[config.mk]
export PLATFORM = sky130hd
export DESIGN_NAME = h2_cmd_sequencer
export DESIGN_NICKNAME = d
export VERILOG_FILES = /design/src/rtl/h2_seq_pkg.sv /design/src/rtl/h2_cmd_fifo.sv /design/src/rtl/h2_cmd_sequencer.sv
export SDC_FILE = /design/constraint.sdc
export NUM_CORES = 2
export LEC_CHECK = 0
export ABC_AREA = 0
export CORE_ASPECT_RATIO = 2
export CORE_MARGIN = 1.5
export CORE_UTILIZATION = 30
export CTS_CLUSTER_DIAMETER = 100
export DETAILED_ROUTE_END_ITERATION = 10
export GPL_ROUTABILITY_DRIVEN = 0
export GPL_TIMING_DRIVEN = 0
export RECOVER_POWER = 25
export SETUP_SLACK_MARGIN = 0.4
export SYNTH_ARGS = -nofsm -noshare
export SYNTH_HDL_FRONTEND = slang
export SYNTH_SLANG_ARGS = --single-unit
[constraint.sdc]
create_clock -name clk -period 27.5 [get_ports clk]
set_clock_uncertainty 0.2 [all_clocks]
set_input_delay 6.875 -clock clk [delete_from_list [all_inputs] [get_ports clk]]
set_output_delay 6.875 -clock clk [all_outputs]
set_load 0.1 [all_outputs]
[src/rtl/h2_seq_pkg.sv]
// Shared types for the H2 command sequencer.
// Opcodes, the queued command bundle, FSM states and helpers.
package h2_seq_pkg;

    typedef enum logic [2:0] {
        OP_LOAD_SPM = 3'd0,
        OP_LOAD_KSK = 3'd1,
        OP_LOAD_ENC = 3'd2,
        OP_STORE    = 3'd3,
        OP_VP_RUN   = 3'd4
    } seq_op_e;

    // op stays a raw 3-bit field so illegal codes survive the queue
    typedef struct packed {
        logic [2:0]  op;
        logic [63:0] addr;
        logic [63:0] ptr;
        logic [31:0] size;
        logic [31:0] aux;
    } seq_cmd_t;

    typedef enum logic [1:0] {
        ST_IDLE = 2'd0,
        ST_RUN  = 2'd1,
        ST_GAP  = 2'd2
    } seq_state_e;

    function automatic logic [31:0] rd_command(input logic [2:0] op);
        return {29'd0, op};
    endfunction

    function automatic logic op_legal(input logic [2:0] op);
        return op <= OP_VP_RUN;
    endfunction

    function automatic logic op_is_load(input logic [2:0] op);
        return op == OP_LOAD_SPM || op == OP_LOAD_KSK || op == OP_LOAD_ENC;
    endfunction

endpackage

[src/rtl/h2_cmd_fifo.sv]
// Command queue for the H2 sequencer.
// Synchronous FIFO with flush and a registered pop output.
module h2_cmd_fifo
    import h2_seq_pkg::*;
#(
    parameter int DEPTH = 8
) (
    input  logic                     clk,
    input  logic                     rst,
    input  logic                     push,
    input  seq_cmd_t                 wdata,
    input  logic                     pop,
    output seq_cmd_t                 rdata,
    input  logic                     flush,
    output logic [$clog2(DEPTH):0]   count,
    output logic                     full,
    output logic                     empty
);

    localparam int AW = $clog2(DEPTH);

    seq_cmd_t       mem [DEPTH];
    logic [AW-1:0]  wr_ptr;
    logic [AW-1:0]  rd_ptr;
    logic           wr_en;
    logic           rd_en;

    assign full  = count == (AW+1)'(DEPTH);
    assign empty = count == '0;
    assign wr_en = push & ~full & ~flush;
    assign rd_en = pop & ~empty;

    // Storage array; no reset needed on the data itself
    always_ff @(posedge clk) begin
        if (wr_en) begin
            mem[wr_ptr] <= wdata;
        end
    end

    // Pointers, occupancy and the registered head; flush beats push, not pop
    always_ff @(posedge clk) begin
        if (rst) begin
            wr_ptr <= '0;
            rd_ptr <= '0;
            count  <= '0;
            rdata  <= '0;
        end else begin
            if (rd_en) begin
                rdata <= mem[rd_ptr];
            end
            if (flush) begin
                wr_ptr <= '0;
                rd_ptr <= '0;
                count  <= '0;
            end else begin
                if (wr_en) begin
                    wr_ptr <= wr_ptr + 1'b1;
                end
                if (rd_en) begin
                    rd_ptr <= rd_ptr + 1'b1;
                end
                case ({wr_en, rd_en})
                    2'b10:   count <= count + 1'b1;
                    2'b01:   count <= count - 1'b1;
                    default: count <= count;
                endcase
            end
        end
    end

endmodule

[src/rtl/h2_cmd_sequencer.sv]
// Host command sequencer for the H2 accelerator.
// Issues queued DDR load/store and VP commands one at a time.
module h2_cmd_sequencer
    import h2_seq_pkg::*;
#(
    parameter int CMD_DEPTH      = 8,
    parameter int TIMEOUT_CYCLES = 1048576
) (
    input  logic                        clk,
    input  logic                        rst,
    input  logic                        cmd_valid,
    output logic                        cmd_ready,
    input  logic [2:0]                  cmd_op,
    input  logic [63:0]                 cmd_addr,
    input  logic [63:0]                 cmd_ptr,
    input  logic [31:0]                 cmd_size,
    input  logic [31:0]                 cmd_aux,
    input  logic                        flush,
    input  logic                        clear_err,
    output logic                        axi_rd_start,
    output logic                        axi_wr_start,
    output logic [31:0]                 axi_rd_command,
    output logic [63:0]                 base_addr,
    output logic [63:0]                 data_ptr,
    output logic [31:0]                 data_size_bytes,
    output logic [31:0]                 encode_base_addr,
    output logic                        o_vp_start,
    output logic [31:0]                 o_vp_pc,
    input  logic                        axi_rd_done,
    input  logic                        axi_wr_done,
    input  logic                        i_vp_done,
    output logic                        busy,
    output logic [$clog2(CMD_DEPTH):0]  cmd_count,
    output logic [15:0]                 done_count,
    output logic                        err_timeout,
    output logic                        err_illegal,
    output logic [2:0]                  err_op
);

    localparam logic [31:0] TO = 32'(TIMEOUT_CYCLES);

    seq_state_e  state;
    seq_cmd_t    wdata;
    seq_cmd_t    head;
    logic        push;
    logic        pop;
    logic        pending;
    logic        first_run;
    logic [2:0]  cur_op;
    logic [31:0] wd_cnt;
    logic        fifo_full;
    logic        fifo_empty;
    logic        done_sel;
    logic        done_hit;
    logic        timeout_hit;

    assign cmd_ready = ~fifo_full & ~err_timeout;
    assign push      = cmd_valid & cmd_ready;
    assign pop       = (state == ST_IDLE) & ~fifo_empty & ~pending;

    assign wdata.op   = cmd_op;
    assign wdata.addr = cmd_addr;
    assign wdata.ptr  = cmd_ptr;
    assign wdata.size = cmd_size;
    assign wdata.aux  = cmd_aux;

    h2_cmd_fifo #(
        .DEPTH (CMD_DEPTH)
    ) u_fifo (
        .clk   (clk),
        .rst   (rst),
        .push  (push),
        .wdata (wdata),
        .pop   (pop),
        .rdata (head),
        .flush (flush | timeout_hit),
        .count (cmd_count),
        .full  (fifo_full),
        .empty (fifo_empty)
    );

    // Select the done input belonging to the engine that was started
    always_comb begin
        done_sel = 1'b0;
        if (op_is_load(cur_op)) begin
            done_sel = axi_rd_done;
        end else if (cur_op == OP_STORE) begin
            done_sel = axi_wr_done;
        end else if (cur_op == OP_VP_RUN) begin
            done_sel = i_vp_done;
        end
    end

    // A done in the first RUN cycle is stale; a real done beats the watchdog
    assign done_hit    = (state == ST_RUN) & ~first_run & done_sel;
    assign timeout_hit = (TO != '0) & (state == ST_RUN) & ~done_hit
                       & (wd_cnt + 32'd1 == TO);

    // Issue FSM with watchdog, completion counter and sticky errors
    always_ff @(posedge clk) begin
        if (rst) begin
            state            <= ST_IDLE;
            pending          <= 1'b0;
            first_run        <= 1'b0;
            cur_op           <= '0;
            wd_cnt           <= '0;
            axi_rd_start     <= 1'b0;
            axi_wr_start     <= 1'b0;
            axi_rd_command   <= '0;
            base_addr        <= '0;
            data_ptr         <= '0;
            data_size_bytes  <= '0;
            encode_base_addr <= '0;
            o_vp_start       <= 1'b0;
            o_vp_pc          <= '0;
            busy             <= 1'b0;
            done_count       <= '0;
            err_timeout      <= 1'b0;
            err_illegal      <= 1'b0;
            err_op           <= '0;
        end else begin
            o_vp_start <= 1'b0;
            pending    <= pop;
            busy       <= (state != ST_IDLE) | ~fifo_empty | pending;
            if (clear_err) begin
                err_timeout <= 1'b0;
                err_illegal <= 1'b0;
            end
            case (state)
                ST_IDLE: begin
                    if (pending) begin
                        if (op_legal(head.op)) begin
                            cur_op          <= head.op;
                            base_addr       <= head.addr;
                            data_ptr        <= head.ptr;
                            data_size_bytes <= head.size;
                            first_run       <= 1'b1;
                            wd_cnt          <= '0;
                            state           <= ST_RUN;
                            if (op_is_load(head.op)) begin
                                axi_rd_start   <= 1'b1;
                                axi_rd_command <= rd_command(head.op);
                                if (head.op == OP_LOAD_ENC) begin
                                    encode_base_addr <= head.aux;
                                end
                            end else if (head.op == OP_STORE) begin
                                axi_wr_start <= 1'b1;
                            end else begin
                                o_vp_start <= 1'b1;
                                o_vp_pc    <= head.aux;
                            end
                        end else begin
                            err_illegal <= 1'b1;
                            err_op      <= head.op;
                        end
                    end
                end
                ST_RUN: begin
                    first_run <= 1'b0;
                    if (TO != '0) begin
                        wd_cnt <= wd_cnt + 32'd1;
                    end
                    if (done_hit) begin
                        axi_rd_start <= 1'b0;
                        axi_wr_start <= 1'b0;
                        done_count   <= done_count + 16'd1;
                        state        <= ST_GAP;
                    end else if (timeout_hit) begin
                        axi_rd_start <= 1'b0;
                        axi_wr_start <= 1'b0;
                        err_timeout  <= 1'b1;
                        err_op       <= cur_op;
                        state        <= ST_GAP;
                    end
                end
                ST_GAP: begin
                    state <= ST_IDLE;
                end
                default: begin
                    state <= ST_IDLE;
                end
            endcase
        end
    end

endmodule

==> impl_metrics.tcl <==
set metrics [dict create \
    tightest_slew_ns 1.45 \
    grt_util_all_layers 0.165 \
    post-route-period-util 0.399 \
    dpl_cell_area_mm2 0.0875 \
    wl_met1_um 80700 \
    rows 262 \
    synth_top_family_by_area "multiplexers" \
    wl_met3_um 15900 \
    cts_tree "built" \
    insertion_delay_ns 0.87 \
    dp.cells 8352 \
    critPathCapture "u_fifo.mem[0][145]" \
    cts_setup_buffers 0 \
    yosysUniqueCellTypes 63 \
    cts-resized-gates 0 \
    io_pins 489 \
    r2r_cells 18 \
    p_sw_frac 0.233 \
    final_common_cell "edfxtp_1" \
    n_fill_cell 23593 \
    syn_avg_cell_area_um2 17.2 \
    synth-compound-area-share 0.0424 \
    slew_viol_final 0 \
    reg2reg_from "wd_cnt[0]" \
    grt_setup_unrepaired "false" \
    grt_pass1_vias 44107 \
    synth_top_area_frac 0.612 \
    max-vdd-ir-drop_uv 64.3 \
    crit_type "in2reg" \
    drt_first_iter_violations 2955 \
    cts-root-buf "clkbuf_16" \
    cts_sinks 2056 \
    ys_ff_latch 2056 \
    io_buffers 458 \
    critPathArrivalTime_ns 11.32 \
    drt-pass1-iter-count 7 \
    synth_simple_gate_area_frac 0.0503 \
    r2r_slack_ns 21.73 \
    ant_nets 0 \
    die_height_um 717 \
    nNetsFinal 5456 \
    p_total_w 0.00658 \
    met2_length_um 112000 \
    startpoint "axi_rd_done" \
    antenna_found_initial 104 \
    stdcell_count 8732 \
    core_area_mm2 0.254 \
    ys_top_cells_by_area "edfxtp_1 (61%), dfxtp_1 (13%), mux4_2 (11%), mux2i_1 (2.6%), nand2_1 (2.4%)" \
    hold_path_class "reg2reg" \
    pwr-share-comb 0.071 \
    routed_wl_um 217000 \
    numCtsBuffers 190 \
    hold_viol 0 \
    endpoint_kind "flop" \
    cts_buffer_depth 4 \
    hpwlAfterDp_um 154000 \
    die-area_mm2 0.258 \
    fin_crit_ns 10.98 \
    cap_violations 0 \
    design_area_mm2 0.0937 \
    routed-via-count 42497 \
    synth_edf_count 1560 \
    synth_top_area_cell "edfxtp_1" \
    grt_pass1_wl_um 309000 \
    drc 0 \
    setup_viol_count_final 0 \
    p_sw_w 0.00153 \
    cellLeakagePower_nw 28.4 \
    p_int_w 0.00505 \
    topRoutingLayerUsed "met5" \
    h-tree-depth 4 \
    p_seq_frac 0.527 \
    fin_util 0.369 \
    synth_cells 4448 \
    drive_gt1_frac 0.167 \
    fp.dieW_um 360 \
    clk_pin_slew_ns 0.07 \
    yosysWarnings 0 \
    relSlewSlack 0.0273 \
    yosys_most_used_dff "edfxtp_1" \
    initial_core_util 0.301 \
    clkPwrFrac 0.402 \
    grt_max_degree 25 \
    avgRoutedWirePerCell_um 24.8 \
    synth.area.mux_share 0.141 \
    overflow 0 \
    pwr_density_cell_mw_per_mm2 70.2 \
    async_flop_share 0 \
    viasPerCell 4.87 \
    synth_xor_area_frac 0.00447 \
    hold_depth 2 \
    area_growth_pct 22.6 \
    path_max_fanout 11 \
    status "complete, no violations" \
    r2r_end "u_fifo.mem[0][145]" \
    ctsHoldBuffers 0 \
    start_kind "primary input" \
    clock.fmax_mhz 91.0 \
    cp.required_ns 27.83 \
    layout_common_cells "edfxtp_1 (1560), dfxtp_1 (496), nand2_1 (495)" \
    synth_fa_ha_area_frac 0.00157 \
    netlist_area_mm2 0.0765 \
    fin_hold_ws_ns 0.253 \
    seq_area_frac_synth 0.742 \
]
==> how the worst min path moves through the flow <==
stage | startpoint | endpoint
floorplan | u_fifo.rdata[191] | base_addr[63]
global placement | base_addr[63] | base_addr[63]
detailed placement | o_vp_pc[17] | o_vp_pc[17]
CTS | u_fifo.rdata[75] | data_ptr[11]
global route | data_size_bytes[13] | data_size_bytes[13]
finish | o_vp_pc[17] | o_vp_pc[17]
==> registers in the layout (all words and copies together) (netlist names), 2 cells and up <==
name	flops
u_fifo.mem	1560
u_fifo.rdata	195
base_addr	64
data_ptr	64
data_size_bytes	32
encode_base_addr	32
o_vp_pc	32
wd_cnt	32
done_count	16
u_fifo.count	4
axi_rd_command	3
cur_op	3
err_op	3
u_fifo.rd_ptr	3
u_fifo.wr_ptr	3
state	2
==> final cells by class <==
class                   count  area [um^2]  area share
flip-flops and latches   2056        56800       0.606
plain buffers             314         1360      0.0145
clock inverters            99         1010      0.0108
inverters                   9         33.8    0.000360
well taps                3300         4130      0.0440
multi-input cells        2097        18500       0.198
diodes                     36         90.1    0.000961
repair buffers            576         6680      0.0713
clock buffers             245         5150      0.0549
==> layer usage <==
layer,track usage,vias up
met3,0.0407,484
met4,0.0613,46
met5,0,-
met2,0.298,1388
li1,-,18826
met1,0.187,21753
==> worst max-delay path, stage by stage <==
cell	delay (ns)
clkdlybuf4s50_1	0.48
a21oi_1	0.04
o21ai_0	0.16
nor4b_4	0.57
nor4b_1	0.16
nand4_1	0.19
nor4_4	0.08
or3b_2	0.59
nor4_4	0.71
buf_8	0.26
buf_6	0.20
buf_8	0.18
buf_6	0.16
buf_6	0.19
buf_6	0.21
buf_6	0.20
==> cells in the mapped netlist, types with 16 or more instances <==
master / n
edfxtp_1: 1560
clkbuf_1: 214
buf_1: 45
nand2_1: 495
buf_2: 22
nand3_1: 19
buf_4: 30
dfxtp_1: 496
mux2i_1: 201
a211oi_1: 202
xor2_1: 25
mux4_2: 390
nor3_1: 16
nor2_1: 272
nand4_1: 18
a21oi_1: 272
o21ai_0: 32
==> stage by stage <==
| stage | setup slack (ns) | TNS (ns) |
|---|---|---|
| 5_1_grt | 16.31 | 0 |
| 6_report | 16.52 | 0 |
| 4_1_cts | 16.56 | 0 |
| 3_3_place_gp | -6.15 | -3373.61 |
| 2_1_floorplan | 7.78 | 0 |
| 3_5_place_dp | 15.65 | 0 |
==> logic make-up after synthesis <==
kind of cell,count (synthesis)
adder cells (fa/ha/maj),9
XOR/XNOR,39
buffers and inverters,323
flip-flops,2056
other,1
AO/OA/AOI/OAI,532
AND/OR/NAND/NOR,897
multiplexers,591
==> power by group through the flow <==
| stage | sequential, W | clock [W] | combinational, W |
|---|---|---|---|
| 2_1_floorplan | 0.00355 | 0 | 0.000252 |
| 3_3_place_gp | 0.00355 | 0 | 0.000457 |
| 3_5_place_dp | 0.00353 | 0 | 0.000478 |
| 4_1_cts | 0.00347 | 0.00271 | 0.000479 |
| 5_1_grt | 0.00347 | 0.00281 | 0.000506 |
| 6_report | 0.00347 | 0.00265 | 0.000467 |
Note: power is estimated with default switching activity, not from simulation.
